### src/rtl/mult_pkg.sv
// Shared types and arbitration helpers for the shared Booth multiplier.
// Pick functions work on a MAX_REQ-wide request vector so one definition serves every NUM_REQ.
package mult_pkg;

   localparam int MULT_W    = 7;
   localparam int MAX_REQ   = 8;
   localparam int MAX_IDX_W = 3;

   typedef enum logic [1:0] {
      IDLE = 2'd0,
      RUN  = 2'd1,
      DONE = 2'd2
   } state_e;

   // Search order is ptr, ptr+1, ... wrapping at num_req. Walking the order backwards
   // lets the last hit (the earliest in search order) win without a break.
   function automatic logic [MAX_IDX_W-1:0] rr_pick(input logic [MAX_REQ-1:0]   req,
                                                    input logic [MAX_IDX_W-1:0] ptr,
                                                    input int                   num_req);
      logic [MAX_IDX_W-1:0] idx;
      rr_pick = ptr;
      for (int k = MAX_REQ - 1; k >= 0; k--) begin
         if (k < num_req) begin
            idx = MAX_IDX_W'((int'(ptr) + k) % num_req);
            if (req[idx]) rr_pick = idx;
         end
      end
   endfunction

   function automatic logic [MAX_IDX_W-1:0] prio_pick(input logic [MAX_REQ-1:0] req);
      prio_pick = '0;
      for (int k = MAX_REQ - 1; k >= 0; k--) begin
         if (req[k]) prio_pick = MAX_IDX_W'(k);
      end
   endfunction

endpackage

### src/rtl/booth_mult_engine.sv
// Sequential radix-2 Booth datapath: A (multiplicand), P (partial product), B (multiplier + guard bit).
// 'product' is the value {P,B} will hold after the step being taken this cycle.
module booth_mult_engine
   import mult_pkg::*;
#(
   parameter int W = MULT_W
)
(
   input  logic           clk,
   input  logic           load,
   input  logic           step,
   input  logic [W-1:0]   a,
   input  logic [W-1:0]   b,
   output logic [2*W-1:0] product
);

   logic [W:0] a_q, a_d;
   logic [W:0] p_q, p_d;
   logic [W:0] b_q, b_d;
   logic [W:0] sum;
   logic [W:0] p_sh;
   logic [W:0] b_sh;

   // A is sign-extended to W+1 bits so that -2^(W-1) negates without overflow.
   always_comb begin
      case (b_q[1:0])
         2'b01:   sum = p_q + a_q;
         2'b10:   sum = p_q - a_q;
         default: sum = p_q;
      endcase
      p_sh = {sum[W], sum[W:1]};
      b_sh = {sum[0], b_q[W:1]};

      // NOTE: every always_comb output gets a default first so no path leaves it unassigned (no latch).
      a_d = a_q;
      p_d = p_q;
      b_d = b_q;
      if (load) begin
         a_d = {a[W-1], a};
         p_d = '0;
         b_d = {b, 1'b0};
      end else if (step) begin
         p_d = p_sh;
         b_d = b_sh;
      end
   end

   assign product = {p_sh[W-1:0], b_sh[W:1]};

   // NOTE: pure datapath registers are left without reset; they are always loaded before use.
   always_ff @(posedge clk) begin
      a_q <= a_d;
      p_q <= p_d;
      b_q <= b_d;
   end

endmodule

### src/rtl/mult_share_arbiter.sv
// Arbitrates NUM_REQ clients onto one Booth multiplier: IDLE -> RUN (W steps) -> DONE (ack pulse).
// Build option ARB_FIXED_PRIO_EN: lowest-index-wins arbitration instead of round-robin.
module mult_share_arbiter
   import mult_pkg::*;
#(
   parameter  int NUM_REQ = 4,
   parameter  int W       = MULT_W,
   localparam int ID_W    = $clog2(NUM_REQ)
)
(
   input  logic                 clk,
   input  logic                 reset,
   input  logic [NUM_REQ-1:0]   req,
   input  logic [NUM_REQ*W-1:0] a_value,
   input  logic [NUM_REQ*W-1:0] b_value,
   output logic [NUM_REQ-1:0]   ack,
   output logic                 resp_valid,
   output logic [ID_W-1:0]      resp_id,
   output logic [2*W-1:0]       result,
   output logic                 busy
);

   localparam int CNT_W = $clog2(W + 1);

   state_e               state_q, state_d;
   logic [CNT_W-1:0]     cnt_q, cnt_d;
   logic [ID_W-1:0]      gnt_q, gnt_d;
   logic [NUM_REQ-1:0]   ack_q, ack_d;
   logic                 resp_valid_q, resp_valid_d;
   logic [ID_W-1:0]      resp_id_q, resp_id_d;
   logic [2*W-1:0]       result_q, result_d;
   logic                 busy_q, busy_d;

   logic [ID_W-1:0]      pick;
   logic [W-1:0]         a_sel;
   logic [W-1:0]         b_sel;
   logic                 eng_load;
   logic                 eng_step;
   logic [2*W-1:0]       eng_product;

`ifdef ARB_FIXED_PRIO_EN
   always_comb pick = ID_W'(prio_pick(MAX_REQ'(req)));
`else
   logic [ID_W-1:0]      ptr_q, ptr_d;

   always_comb pick = ID_W'(rr_pick(MAX_REQ'(req), MAX_IDX_W'(ptr_q), NUM_REQ));
`endif

   assign a_sel = a_value[pick*W +: W];
   assign b_sel = b_value[pick*W +: W];

   booth_mult_engine #(.W(W)) u_engine (
      .clk     (clk),
      .load    (eng_load),
      .step    (eng_step),
      .a       (a_sel),
      .b       (b_sel),
      .product (eng_product)
   );

   always_comb begin
      state_d      = state_q;
      cnt_d        = cnt_q;
      gnt_d        = gnt_q;
      ack_d        = '0;
      resp_valid_d = 1'b0;
      resp_id_d    = resp_id_q;
      result_d     = result_q;
      eng_load     = 1'b0;
      eng_step     = 1'b0;
`ifndef ARB_FIXED_PRIO_EN
      ptr_d        = ptr_q;
`endif

      case (state_q)
         IDLE: begin
            if (|req) begin
               eng_load = 1'b1;
               gnt_d    = pick;
               cnt_d    = '0;
               state_d  = RUN;
`ifndef ARB_FIXED_PRIO_EN
               ptr_d    = (pick == ID_W'(NUM_REQ - 1)) ? '0 : pick + 1'b1;
`endif
            end
         end
         RUN: begin
            eng_step = 1'b1;
            cnt_d    = cnt_q + 1'b1;
            // The last step's result is captured on the same edge that enters DONE,
            // so ack and result become visible together.
            if (cnt_q == CNT_W'(W - 1)) begin
               state_d      = DONE;
               ack_d        = NUM_REQ'(1) << gnt_q;
               resp_valid_d = 1'b1;
               resp_id_d    = gnt_q;
               result_d     = eng_product;
            end
         end
         DONE:    state_d = IDLE;
         default: state_d = IDLE;
      endcase

      busy_d = (state_d != IDLE);
   end

   // NOTE: sequential state uses non-blocking assignment so all flops update from pre-edge values.
   always_ff @(posedge clk) begin
      if (reset) begin
         state_q      <= IDLE;
         cnt_q        <= '0;
         gnt_q        <= '0;
         ack_q        <= '0;
         resp_valid_q <= 1'b0;
         resp_id_q    <= '0;
         result_q     <= '0;
         busy_q       <= 1'b0;
`ifndef ARB_FIXED_PRIO_EN
         ptr_q        <= '0;
`endif
      end else begin
         state_q      <= state_d;
         cnt_q        <= cnt_d;
         gnt_q        <= gnt_d;
         ack_q        <= ack_d;
         resp_valid_q <= resp_valid_d;
         resp_id_q    <= resp_id_d;
         result_q     <= result_d;
         busy_q       <= busy_d;
`ifndef ARB_FIXED_PRIO_EN
         ptr_q        <= ptr_d;
`endif
      end
   end

   assign ack        = ack_q;
   assign resp_valid = resp_valid_q;
   assign resp_id    = resp_id_q;
   assign result     = result_q;
   assign busy       = busy_q;

endmodule

### config.mk
export PLATFORM = sky130hd
export DESIGN_NAME = mult_share_arbiter
export DESIGN_NICKNAME = d
export VERILOG_FILES = /design/src/rtl/mult_pkg.sv /design/src/rtl/booth_mult_engine.sv /design/src/rtl/mult_share_arbiter.sv
export SDC_FILE = /design/constraint.sdc
export NUM_CORES = 1
export LEC_CHECK = 0
export CELL_PAD_IN_SITES_DETAIL_PLACEMENT = 2
export CELL_PAD_IN_SITES_GLOBAL_PLACEMENT = 2
export CORE_UTILIZATION = 27
export CTS_BUF_LIST = sky130_fd_sc_hd__clkbuf_8
export DETAILED_ROUTE_END_ITERATION = 16
export GPL_ROUTABILITY_DRIVEN = 0
export PLACE_DENSITY = 0.82
export SYNTH_ARGS = -nofsm -noshare
export SYNTH_HDL_FRONTEND = slang
export SYNTH_SLANG_ARGS = --single-unit
### constraint.sdc
create_clock -name clk -period 2.4 [get_ports clk]
set_input_delay 0.48 -clock clk [delete_from_list [all_inputs] [get_ports clk]]
set_output_delay 0.48 -clock clk [all_outputs]
set_load 0.005 [all_outputs]
==> flow_summary.ini <==
[outcome]
status = finished with violations
violations = setup timing

[timing]
tightestPinTransition_ns = 0.636
finalMaxSlewViolations = 0
setup_viol = 7
setup_ws_ns = -0.105
timing.fmax_ghz = 0.399
rsz0062_at_grt = true
skew_ns = 0.00757
fin_crit_sh_pct = 104
layout_min_cycle_time_ns = 2.50
hold_viol = 0
slew_headroom_pct = 57.5

[grt]
grt_pass1_vias = 3079
grt_max_degree = 20
antenna_found_initial = 0
grt_remaining_overflow = 0
grt_util_all_layers_pct = 17.5
grt_pass1_wl_mm = 15.6

[detailed_routing]
drt-initial-drc-count = 38
wl_per_cell_microns = 17.0
ant_nets = 0
drc = 0
wirelength_mm = 9.53
drt-vias-per-instance = 4.88
first_pass_iters = 4
via_count = 2730

[synthesis]
synth.net_count = 383
ys_warn_count = 0
synth_common_cells = 39 x dfxtp_1, 39 x nor2_1, 29 x nand2_1, 28 x a21oi_1, 14 x edfxtp_1
postSynthAreaPerCell_sq_um = 9.48
synthFlopType = dfxtp_1
synthCells = 309
syn-cell-area_sq_um = 2930
yosysTopAreaCell = dfxtp_1
synth.area.top_cells = dfxtp_1 27%, edfxtp_1 14%, nor2_1 5.0%, a21oi_1 4.8%, ha_1 4.7%
synthArstFlopShare_pct = 0
synth_top_cell_area_share_pct = 26.6
synth_edf_count = 14
ys_types = 50
ys_seq_elements = 53
yosysSeqAreaShare_pct = 41.0

[cts]
clk_latency_ns = 0.31
root_buffer = clkbuf_8
clkTransAtPathRegs_ns = 0.11
cts_tree = done
cts.sinks = 53
cts-htree-levels = 2
clock_path_buffers = 2
cts_made_buffers = 5

[die]
row_count = 37
fp.dieW_microns = 106
core_region_area_sq_um = 10400
fp.dieArea_sq_um = 11300
start_util_pct = 28.1
die_h_microns = 106
io_pins = 84

[layout]
nets = 497
drive_above_1_share_pct = 25.0
fin_area_sq_um = 4510
stdcell_count = 560
n_antenna_cell = 0
syn_to_final_growth_pct = 54.0

[setup_path]
crit_path_start_kind = flip-flop
cpMaxStageDelayCell = edfxtp_1
ff2ff_path_depth = 11
worstPathMaxFanout = 3
critPathCaptureType = flip-flop
critPathArrivalTime_ns = 2.74
cp_cell_sequence = inv_2 -> ha_4 -> mux2i_2 -> ha_1 -> nor2b_4 -> o31a_1 -> o21ai_2 -> mux2i_2 -> buf_4 -> xnor2_2 -> a211oi_2
required_ns = 2.64
crit_type = flip-flop to flip-flop
cpPeakStageDelay_ns = 0.48
crit_top_cell = mux2i_2

[placement]
dpl.cell_count = 544
dp_hpwl_mm = 7.04
preCtsSetupSlack_ns = -0.347
place_area_sq_um = 4120
io_buffers = 83

[min_path]
whs_path_depth = 2
min_path_type = flip-flop to flip-flop

[pwr]
ir_drop_v = 0.000333
powerDensity_nw_per_um2 = 826
p_leak_uw = 0.00174

[job]
maxCapViolCount = 0
==> cells in the final DEF (no fill, tap or decap), drive strengths merged, types with 11 or more instances in the layout <==
master	instances
a21oi	29
buf	41
dfxtp	39
o21ai	13
clkdlybuf4s50	82
nand2	29
edfxtp	14
mux2i	13
nor2	39
ha	11
inv	14
==> metal layers <==
layer | global-route usage, % | routed length (microns) | share of wire, % | up-vias
li1 | - | - | - | 1325
met1 | 20.8 | 3940 | 41 | 1337
met2 | 32.8 | 5160 | 54 | 61
met3 | 2.94 | 339 | 3.6 | 7
met4 | 2.98 | 89 | 0.93 | 0
met5 | 0 | 0 | 0 | -
==> state kept, by name (all words and copies together) (netlist names), 3 cells and up <==
name / cells
u_engine.p_q: 7
result: 14
cnt_q: 3
u_engine.b_q: 8
ack: 4
u_engine.a_q: 7
==> power by group <==
part | switching [uW] | internal, uW | total, uW
registers | 132 | 1050 | 1190
logic | 941 | 1060 | 2000
clock network | 323 | 214 | 537
total | 1400 | 2330 | 3730
==> critical path, delay by kind of cell, from the launching register on <==
family                   cells  cell delay, ns
AO/OA/AOI/OAI                3            0.64
flip-flops                   1            0.48
adder cells (fa/ha/maj)      2            0.47
multiplexers                 2            0.38
buffers and inverters        2            0.27
AND/OR/NAND/NOR              1            0.13
XOR/XNOR                     1            0.07
==> timing repair <==
action / 4_1_cts / 5_1_grt
hold endpoints to repair: 0 / 0
resized for setup: 30 / 24
buffers inserted: 7 / 2
hold buffers: 0 / 0
pin swaps: 13 / 13
endpoints found under the setup margin: 12 / 15
==> metrics by stage <==
step	power, uW	hold slack, ns	TNS [ns]	util [%]
floorplan	2110	0.444	0	-
global placement	2620	0.447	-2.59	39.5
detailed placement	2740	0.451	-7.65	39.5
CTS	3540	0.467	-0.346	41.9
global route	3960	0.490	-1.19	43.3
finish	3730	0.462	-0.377	43.3
==> area by class of cell <==
class	count	area, sq um
Timing Repair Buffer	124	1160
Clock inverter	3	25.0
Sequential cell	53	1200
Fill cell	1124	5900
Inverter	12	45.0
Tap cell	136	170
Clock buffer	5	68.8
Multi-Input combinational cell	227	1840
==> final timing paths <==
| check | from | to | slack, ns |
|---|---|---|---|
| setup / recovery | u_engine.a_q[1] | result[13] | -0.10 |
| hold / removal | resp_id[1] | resp_id[1] | 0.46 |
| setup reg to reg | u_engine.a_q[1] | result[13] | -0.10 |
| hold reg to reg | resp_id[1] | resp_id[1] | 0.46 |
==> cells by family (layout without fill, tap and decap cells) <==
| kind of cell | after synthesis | count (layout) | synth area share [%] |
|---|---|---|---|
| AO/OA/AOI/OAI | 69 | 69 | 15.8 |
| XOR/XNOR | 12 | 12 | 3.59 |
| adder cells (fa/ha/maj) | 12 | 12 | 5.38 |
| buffers and inverters | 29 | 144 | 4.53 |
| flip-flops | 53 | 53 | 41.0 |
| multiplexers | 27 | 27 | 12.8 |
| AND/OR/NAND/NOR | 107 | 107 | 17.0 |
Power figures use the tool's default switching activity.
